===== src/rtl/fetch_pkg.sv =====
// Shared types and defaults for the instruction fetch stage.
// Holds the fetch FSM state encoding, default widths and the reset PC.
package fetch_pkg;

    typedef enum logic [1:0] {
        IDLE    = 2'd0,
        FETCH   = 2'd1,
        STOPPED = 2'd2
    } fetch_state_t;

    localparam int ADDR_W_DEFAULT    = 7;
    localparam int DATA_W_DEFAULT    = 8;
    localparam int BUF_DEPTH_DEFAULT = 2;
    localparam int CNT_W             = 8;

    localparam logic [ADDR_W_DEFAULT-1:0] PC_RESET = '0;

    function automatic logic [CNT_W-1:0] sat_inc(input logic [CNT_W-1:0] v);
        return (v == '1) ? v : v + CNT_W'(1);
    endfunction

endpackage


===== src/rtl/instr_fetch_if.sv =====
// Bundle of control, instruction-memory and execute-side handshake signals.
// The fetch stage uses the master view; its environment uses the slave view.
interface instr_fetch_if import fetch_pkg::*; #(
    parameter int ADDR_W = ADDR_W_DEFAULT,
    parameter int DATA_W = DATA_W_DEFAULT
) ();

    logic              start;
    logic              halt;
    logic              redirect;
    logic [ADDR_W-1:0] redirect_addr;

    logic              mem_en;
    logic [ADDR_W-1:0] mem_addr;
    logic [DATA_W-1:0] mem_rdata;

    logic [DATA_W-1:0] ir;
    logic [ADDR_W-1:0] ir_pc;
    logic              ir_valid;
    logic              ir_ready;

    logic [CNT_W-1:0]  fetch_cnt;
    logic              stopped;

    modport master (
        input  start, halt, redirect, redirect_addr, mem_rdata, ir_ready,
        output mem_en, mem_addr, ir, ir_pc, ir_valid, fetch_cnt, stopped
    );

    modport slave (
        output start, halt, redirect, redirect_addr, mem_rdata, ir_ready,
        input  mem_en, mem_addr, ir, ir_pc, ir_valid, fetch_cnt, stopped
    );

endinterface


===== src/rtl/fetch_buffer.sv =====
// Small prefetch FIFO of {instruction, pc} pairs with synchronous flush.
// DEPTH must be a power of two so the pointers wrap naturally.
module fetch_buffer #(
    parameter int DEPTH  = 2,
    parameter int DATA_W = 8,
    parameter int ADDR_W = 7,
    localparam int PW    = $clog2(DEPTH),
    localparam int CW    = PW + 1
) (
    input  logic              clk,
    input  logic              rst_n,
    input  logic              push,
    input  logic [DATA_W-1:0] push_instr,
    input  logic [ADDR_W-1:0] push_pc,
    input  logic              pop,
    input  logic              flush,
    output logic [DATA_W-1:0] head_instr,
    output logic [ADDR_W-1:0] head_pc,
    output logic              full,
    output logic [CW-1:0]     count
);

    logic [DATA_W-1:0] instr_mem [DEPTH];
    logic [ADDR_W-1:0] pc_mem    [DEPTH];
    logic [PW-1:0]     rd_ptr;
    logic [PW-1:0]     wr_ptr;
    logic              do_push;
    logic              do_pop;

    always_comb begin
        full    = (count == CW'(DEPTH));
        do_pop  = pop && (count != '0);
        do_push = push && (!full || do_pop);
    end

    // Flush wins over a same-cycle push so stale returning data never lands.
    always_ff @(posedge clk or negedge rst_n) begin
        if (!rst_n) begin
            rd_ptr <= '0;
            wr_ptr <= '0;
            count  <= '0;
            for (int i = 0; i < DEPTH; i++) begin
                instr_mem[i] <= '0;
                pc_mem[i]    <= '0;
            end
        end else if (flush) begin
            rd_ptr <= '0;
            wr_ptr <= '0;
            count  <= '0;
        end else begin
            if (do_push) begin
                instr_mem[wr_ptr] <= push_instr;
                pc_mem[wr_ptr]    <= push_pc;
                wr_ptr            <= wr_ptr + PW'(1);
            end
            if (do_pop) begin
                rd_ptr <= rd_ptr + PW'(1);
            end
            count <= count + CW'(do_push) - CW'(do_pop);
        end
    end

    assign head_instr = instr_mem[rd_ptr];
    assign head_pc    = pc_mem[rd_ptr];

endmodule


===== src/rtl/instr_fetch.sv =====
// Instruction fetch stage: owns the PC, issues reads to the synchronous
// instruction memory, buffers returns and hands them to execute.
module instr_fetch import fetch_pkg::*; #(
    parameter int ADDR_W    = ADDR_W_DEFAULT,
    parameter int DATA_W    = DATA_W_DEFAULT,
    parameter int BUF_DEPTH = BUF_DEPTH_DEFAULT
) (
    input  logic          clk,
    input  logic          rst_n,
    instr_fetch_if.master bus
);

    localparam int CW = $clog2(BUF_DEPTH) + 1;

    fetch_state_t      state;
    logic [ADDR_W-1:0] pc;
    logic              epoch;
    logic              inflight;
    logic              inflight_epoch;
    logic [ADDR_W-1:0] inflight_pc;
    logic [CNT_W-1:0]  fetch_cnt;
    logic              stopped;

    logic [DATA_W-1:0] head_instr;
    logic [ADDR_W-1:0] head_pc;
    logic              buf_full;
    logic [CW-1:0]     buf_count;

    logic              in_fetch;
    logic              head_valid;
    logic              pop;
    logic              push;
    logic              flush;
    logic              issue;
    logic [CW-1:0]     used;

    // A pop this cycle frees a slot, which keeps one issue per cycle going.
    always_comb begin
        in_fetch   = (state == FETCH);
        head_valid = (buf_count != '0);
        pop        = head_valid && bus.ir_ready;
        flush      = in_fetch && (bus.halt || bus.redirect);
        push       = inflight && (inflight_epoch == epoch) && (!buf_full || pop);
        used       = buf_count + CW'(inflight) - CW'(pop);
        issue      = in_fetch && !bus.halt && !bus.redirect && (used < CW'(BUF_DEPTH));
    end

    always_ff @(posedge clk or negedge rst_n) begin
        if (!rst_n) begin
            state          <= IDLE;
            pc             <= ADDR_W'(PC_RESET);
            epoch          <= 1'b0;
            inflight       <= 1'b0;
            inflight_epoch <= 1'b0;
            inflight_pc    <= '0;
            fetch_cnt      <= '0;
            stopped        <= 1'b0;
        end else begin
            inflight       <= issue;
            inflight_pc    <= pc;
            inflight_epoch <= epoch;
            if (pop) begin
                fetch_cnt <= sat_inc(fetch_cnt);
            end
            case (state)
                IDLE: begin
                    if (bus.start) begin
                        state <= FETCH;
                        pc    <= ADDR_W'(PC_RESET);
                    end
                end
                FETCH: begin
                    if (bus.halt) begin
                        state    <= STOPPED;
                        stopped  <= 1'b1;
                        inflight <= 1'b0;
                    end else if (bus.redirect) begin
                        pc    <= bus.redirect_addr;
                        epoch <= ~epoch;
                    end else if (issue) begin
                        pc <= pc + ADDR_W'(1);
                    end
                end
                default: begin
                end
            endcase
        end
    end

    fetch_buffer #(
        .DEPTH  (BUF_DEPTH),
        .DATA_W (DATA_W),
        .ADDR_W (ADDR_W)
    ) u_buffer (
        .clk        (clk),
        .rst_n      (rst_n),
        .push       (push),
        .push_instr (bus.mem_rdata),
        .push_pc    (inflight_pc),
        .pop        (pop),
        .flush      (flush),
        .head_instr (head_instr),
        .head_pc    (head_pc),
        .full       (buf_full),
        .count      (buf_count)
    );

    assign bus.mem_en    = issue;
    assign bus.mem_addr  = pc;
    assign bus.ir        = head_instr;
    assign bus.ir_pc     = head_pc;
    assign bus.ir_valid  = head_valid;
    assign bus.fetch_cnt = fetch_cnt;
    assign bus.stopped   = stopped;

endmodule


===== src/flat_wrapper.sv =====
// flat-port wrapper written by rule: the top's interface ports become plain ports
module instr_fetch_flat import fetch_pkg::*;
#(
    parameter int ADDR_W    = ADDR_W_DEFAULT,
    parameter int DATA_W    = DATA_W_DEFAULT,
    parameter int BUF_DEPTH = BUF_DEPTH_DEFAULT
)
  (clk, rst_n, bus_start, bus_halt, bus_redirect, bus_redirect_addr, bus_mem_rdata, bus_ir_ready, bus_mem_en, bus_mem_addr, bus_ir, bus_ir_pc, bus_ir_valid, bus_fetch_cnt, bus_stopped);
  instr_fetch_if #(.ADDR_W(ADDR_W), .DATA_W(DATA_W)) bus_i ();
  input  logic clk;
  input  logic rst_n;
  input wire logic [$bits(bus_i.start)-1:0] bus_start;
  input wire logic [$bits(bus_i.halt)-1:0] bus_halt;
  input wire logic [$bits(bus_i.redirect)-1:0] bus_redirect;
  input wire logic [$bits(bus_i.redirect_addr)-1:0] bus_redirect_addr;
  input wire logic [$bits(bus_i.mem_rdata)-1:0] bus_mem_rdata;
  input wire logic [$bits(bus_i.ir_ready)-1:0] bus_ir_ready;
  output wire logic [$bits(bus_i.mem_en)-1:0] bus_mem_en;
  output wire logic [$bits(bus_i.mem_addr)-1:0] bus_mem_addr;
  output wire logic [$bits(bus_i.ir)-1:0] bus_ir;
  output wire logic [$bits(bus_i.ir_pc)-1:0] bus_ir_pc;
  output wire logic [$bits(bus_i.ir_valid)-1:0] bus_ir_valid;
  output wire logic [$bits(bus_i.fetch_cnt)-1:0] bus_fetch_cnt;
  output wire logic [$bits(bus_i.stopped)-1:0] bus_stopped;
  assign bus_i.start = bus_start;
  assign bus_i.halt = bus_halt;
  assign bus_i.redirect = bus_redirect;
  assign bus_i.redirect_addr = bus_redirect_addr;
  assign bus_i.mem_rdata = bus_mem_rdata;
  assign bus_i.ir_ready = bus_ir_ready;
  assign bus_mem_en = bus_i.mem_en;
  assign bus_mem_addr = bus_i.mem_addr;
  assign bus_ir = bus_i.ir;
  assign bus_ir_pc = bus_i.ir_pc;
  assign bus_ir_valid = bus_i.ir_valid;
  assign bus_fetch_cnt = bus_i.fetch_cnt;
  assign bus_stopped = bus_i.stopped;
  instr_fetch #(.ADDR_W(ADDR_W), .DATA_W(DATA_W), .BUF_DEPTH(BUF_DEPTH)) u_core (.clk(clk), .rst_n(rst_n), .bus(bus_i));
endmodule

===== config.mk =====
export PLATFORM = sky130hd
export DESIGN_NAME = instr_fetch_flat
export DESIGN_NICKNAME = d
export VERILOG_FILES = /design/src/rtl/fetch_pkg.sv /design/src/rtl/instr_fetch_if.sv /design/src/rtl/fetch_buffer.sv /design/src/rtl/instr_fetch.sv /design/src/flat_wrapper.sv
export SDC_FILE = /design/constraint.sdc
export NUM_CORES = 1
export LEC_CHECK = 0
export CORE_ASPECT_RATIO = 1.2
export CORE_MARGIN = 2
export CORE_UTILIZATION = 56
export CTS_CLUSTER_DIAMETER = 80
export DETAILED_ROUTE_END_ITERATION = 10
export DONT_BUFFER_PORTS = 1
export GPL_ROUTABILITY_DRIVEN = 0
export GPL_TIMING_DRIVEN = 0
export HOLD_SLACK_MARGIN = 0.02
export PLACE_DENSITY = 0.74
export SLEW_MARGIN = 20
export SYNTH_ARGS = -nofsm -noshare
export SYNTH_HDL_FRONTEND = slang
export SYNTH_SLANG_ARGS = --single-unit

===== constraint.sdc =====
create_clock -name clk -period 1.72 [get_ports clk]
set_input_delay 0.344 -clock clk [delete_from_list [all_inputs] [get_ports clk]]
set_output_delay 0.344 -clock clk [all_outputs]
set_load 0.01 [all_outputs]

==> reports/summary.txt <==
ranking of synthesized cells by area = dfrtp_1 56%, mux2_2 15%, mux2_4 5.4%, o311ai_0 3.1%, xnor2_1 2.5%
Mapped Area = 2790 um2
global-route wire length before repair = 8.62 mm
library cells used by synthesis = 38
Final Max Slew Viols = 0
Reg2Reg Setup Slack = -0.11 ns
Vias/cell = 5.84
clock buffer count from CTS = 9
number of inserted diodes = 0
status = finished, violations left
sequential element share of the synthesized area = 55.6%
crit-path leading delay family = flip-flops
Max FO, Critical Path = 4
dominant cell type by area after synthesis = dfrtp_1
Port-buffer cells = 0
Clock Tree Root = clkbuf_8
final core occ = 70.0%
Die Wd = 68.5 um
element type at the critical path end = output port
startpoint types = flop
Routed wire per std cell = 19.3 um
headroom to the max-slew limit = 54.6%
fillers = 321
Reg2Reg Depth = 9
Period minus WS final = 1.86 ns
Min Hold Slack = -0.308 ns
Detailed Route Iter0 Violations = 122
worst slew pin tran = 0.675 ns
P&R area growth vs syn = 22.2%
Synth Register Bits = 62
dpl hpwl = 3.60 mm
die area = 5570 um2
maximum clock insertion buffer count = 2
Clock Latency Late Sink = 0.34 ns
Clock Sinks = 62
Critical Path Max Stage Delay = 0.40 ns
commonest non-fill, non-tap cell in the layout = dfrtp_1
design area = 3410 um2
Req. time, crit path = 1.38 ns
unrepaired setup endpoints after global routing = true
final hold vios = 62
Clk pin slew, worst setup/hold paths = 0.07 ns
Ys Warns = 0
All-Layer GR Usage = 21.4%
total power = 3.82 mW
DRC Markers = 0
Max rail drop VDD = 0.000856 V
total wire length = 5.72 mm
number of global-route vias before repair = 1850
power per cell area = 1120 nW/um2
buffer and inverter count on the worst path = 2
worst setup margin = -0.139 ns
DR pass1 iterations = 4
core region area = 4870 um2
Initial Util = 57.3%
fin crit share = 108%
CP Launch Point = u_core.u_buffer.count[1]$_DFF_PN0_
RR Endpoint = u_core.u_buffer.count[1]$_DFF_PN0_
Routed Antenna Nets = 0
Critical R2R Launch = u_core.inflight_epoch$_DFF_PN0_
initial antenna violation count = 0
worst-path cell chain = buf_6 -> and4b_1 -> a211oi_4 -> nand3b_1 -> inv_2
largest net degree at the start of global routing = 63
most frequent cells in the layout = 58 x dfrtp_1, 25 x mux2_4, 21 x mux2_2
worst endpoint data arrival time = 1.51 ns
CTS tree = yes
syn avg cell area = 13.5 um2
H-tree levels = 3
die height = 81.3 um
total number of vias = 1728
clk_skew = 0.00796 ns
final setup fails = 22
nets@finish = 256
Net Count, Synth = 232
Worst Setup Path Type = reg -> out
row cnt = 28
HP Class = in -> async
Top Ports = 54
Post-Place Cell Area = 2880 um2
grt total ovfl = 0
top-area cell type share of the netlist area = 55.6%
leakage = 1.63 nW
Max-Cap Viols = 0
Post-Synthesis Cells = 207
slowest stage cell, crit path = dfrtp_1
dpl ws = -0.359 ns
fmax = 0.538 GHz
failing checks = hold timing, setup timing
share of layout cells above drive strength 1 = 42.8%
==> worst max path at each step <==
stage / endpoint / slack, ns / cells after the start
2_1_floorplan: u_core.u_buffer.instr_mem[3]$_DFFE_PN0P_ / -0.05 / 6
3_3_place_gp: u_core.u_buffer.pc_mem[7]$_DFFE_PN0P_ / -0.27 / 5
3_5_place_dp: u_core.u_buffer.pc_mem[8]$_DFFE_PN0P_ / -0.36 / 5
4_1_cts: bus_mem_en / -0.14 / 5
5_1_grt: bus_mem_en / -0.19 / 5
6_report: bus_mem_en / -0.14 / 5
==> report_power, final <==
group          internal [mW]  switching, mW
combinational          0.397          0.348
sequential              1.59          0.207
clock                  0.741          0.537
total                   2.72           1.09
==> cell families (layout without fill, tap and decap cells) <==
logic type | after synthesis | after routing | synth area share (%)
AND/OR/NAND/NOR | 44 | 44 | 8.65
flip-flops | 62 | 62 | 55.6
buffers and inverters | 13 | 42 | 2.33
multiplexers | 48 | 48 | 20.6
adder cells (fa/ha/maj) | 4 | 4 | 1.79
AO/OA/AOI/OAI | 23 | 23 | 6.68
XOR/XNOR | 13 | 13 | 4.35
==> registers in the layout, summed over array words and instances, names as in the netlist, 2 cells and up <==
register                   cells
u_core.bus.mem_addr            7
u_core.state                   2
u_core.u_buffer.count          2
u_core.u_buffer.instr_mem     16
u_core.bus.fetch_cnt           8
u_core.inflight_pc             7
u_core.u_buffer.pc_mem        14
==> Yosys cell counts (all sizes together) <==
master   instances
nand4            4
buf              3
nand3b           1
inv              8
xnor2            9
nor3             2
o221ai           1
nand3            3
a211oi           1
or3              2
nor2             5
o311ai          11
xor2             4
clkbuf           2
and4             1
ha               4
and3             4
mux2i            2
nand2           12
a31oi            1
or3b             1
and4b            1
nor2b            4
mux2            46
dfrtp           62
a211o            1
o21ai            3
or2              3
nand2b           1
a2111oi          1
a21o             1
a21oi            3
==> metal layers <==
layer,part of all wire [%],track usage (%),vias up
met5,0,0,-
met4,1.5,8.40,0
met3,6.5,8.86,7
met2,53,35.3,46
met1,39,24.4,873
li1,-,-,802
==> final cells by class <==
class	instances	area (um2)	share of cell area [%]
Clock inverter	4	45.0	1.32
Tap cell	60	75.1	2.20
Sequential cell	62	1560	45.6
Inverter	8	30.0	0.880
Multi-Input combinational cell	132	1350	39.4
Timing Repair Buffer	14	148	4.33
Clock buffer	12	155	4.55
Buffer	4	56.3	1.65
==> metrics by stage <==
stage / std cells / TNS [ns]
final: 296 / -1.44
after global routing: 296 / -3.53
after CTS: 293 / -2.59
after detailed placement: 267 / -9.97
after global placement: 267 / -6.62
after floorplan: 207 / -0.805
==> what timing repair did <==
action                                  in CTS  in global routing
resized for setup                           34                 21
gates cloned                                 1                  1
hold endpoints to repair                    62                 62
buffers inserted                            10                  2
endpoints found under the setup margin      61                 45
pin swaps                                    7                  6
(Power assumes the default switching activity.)
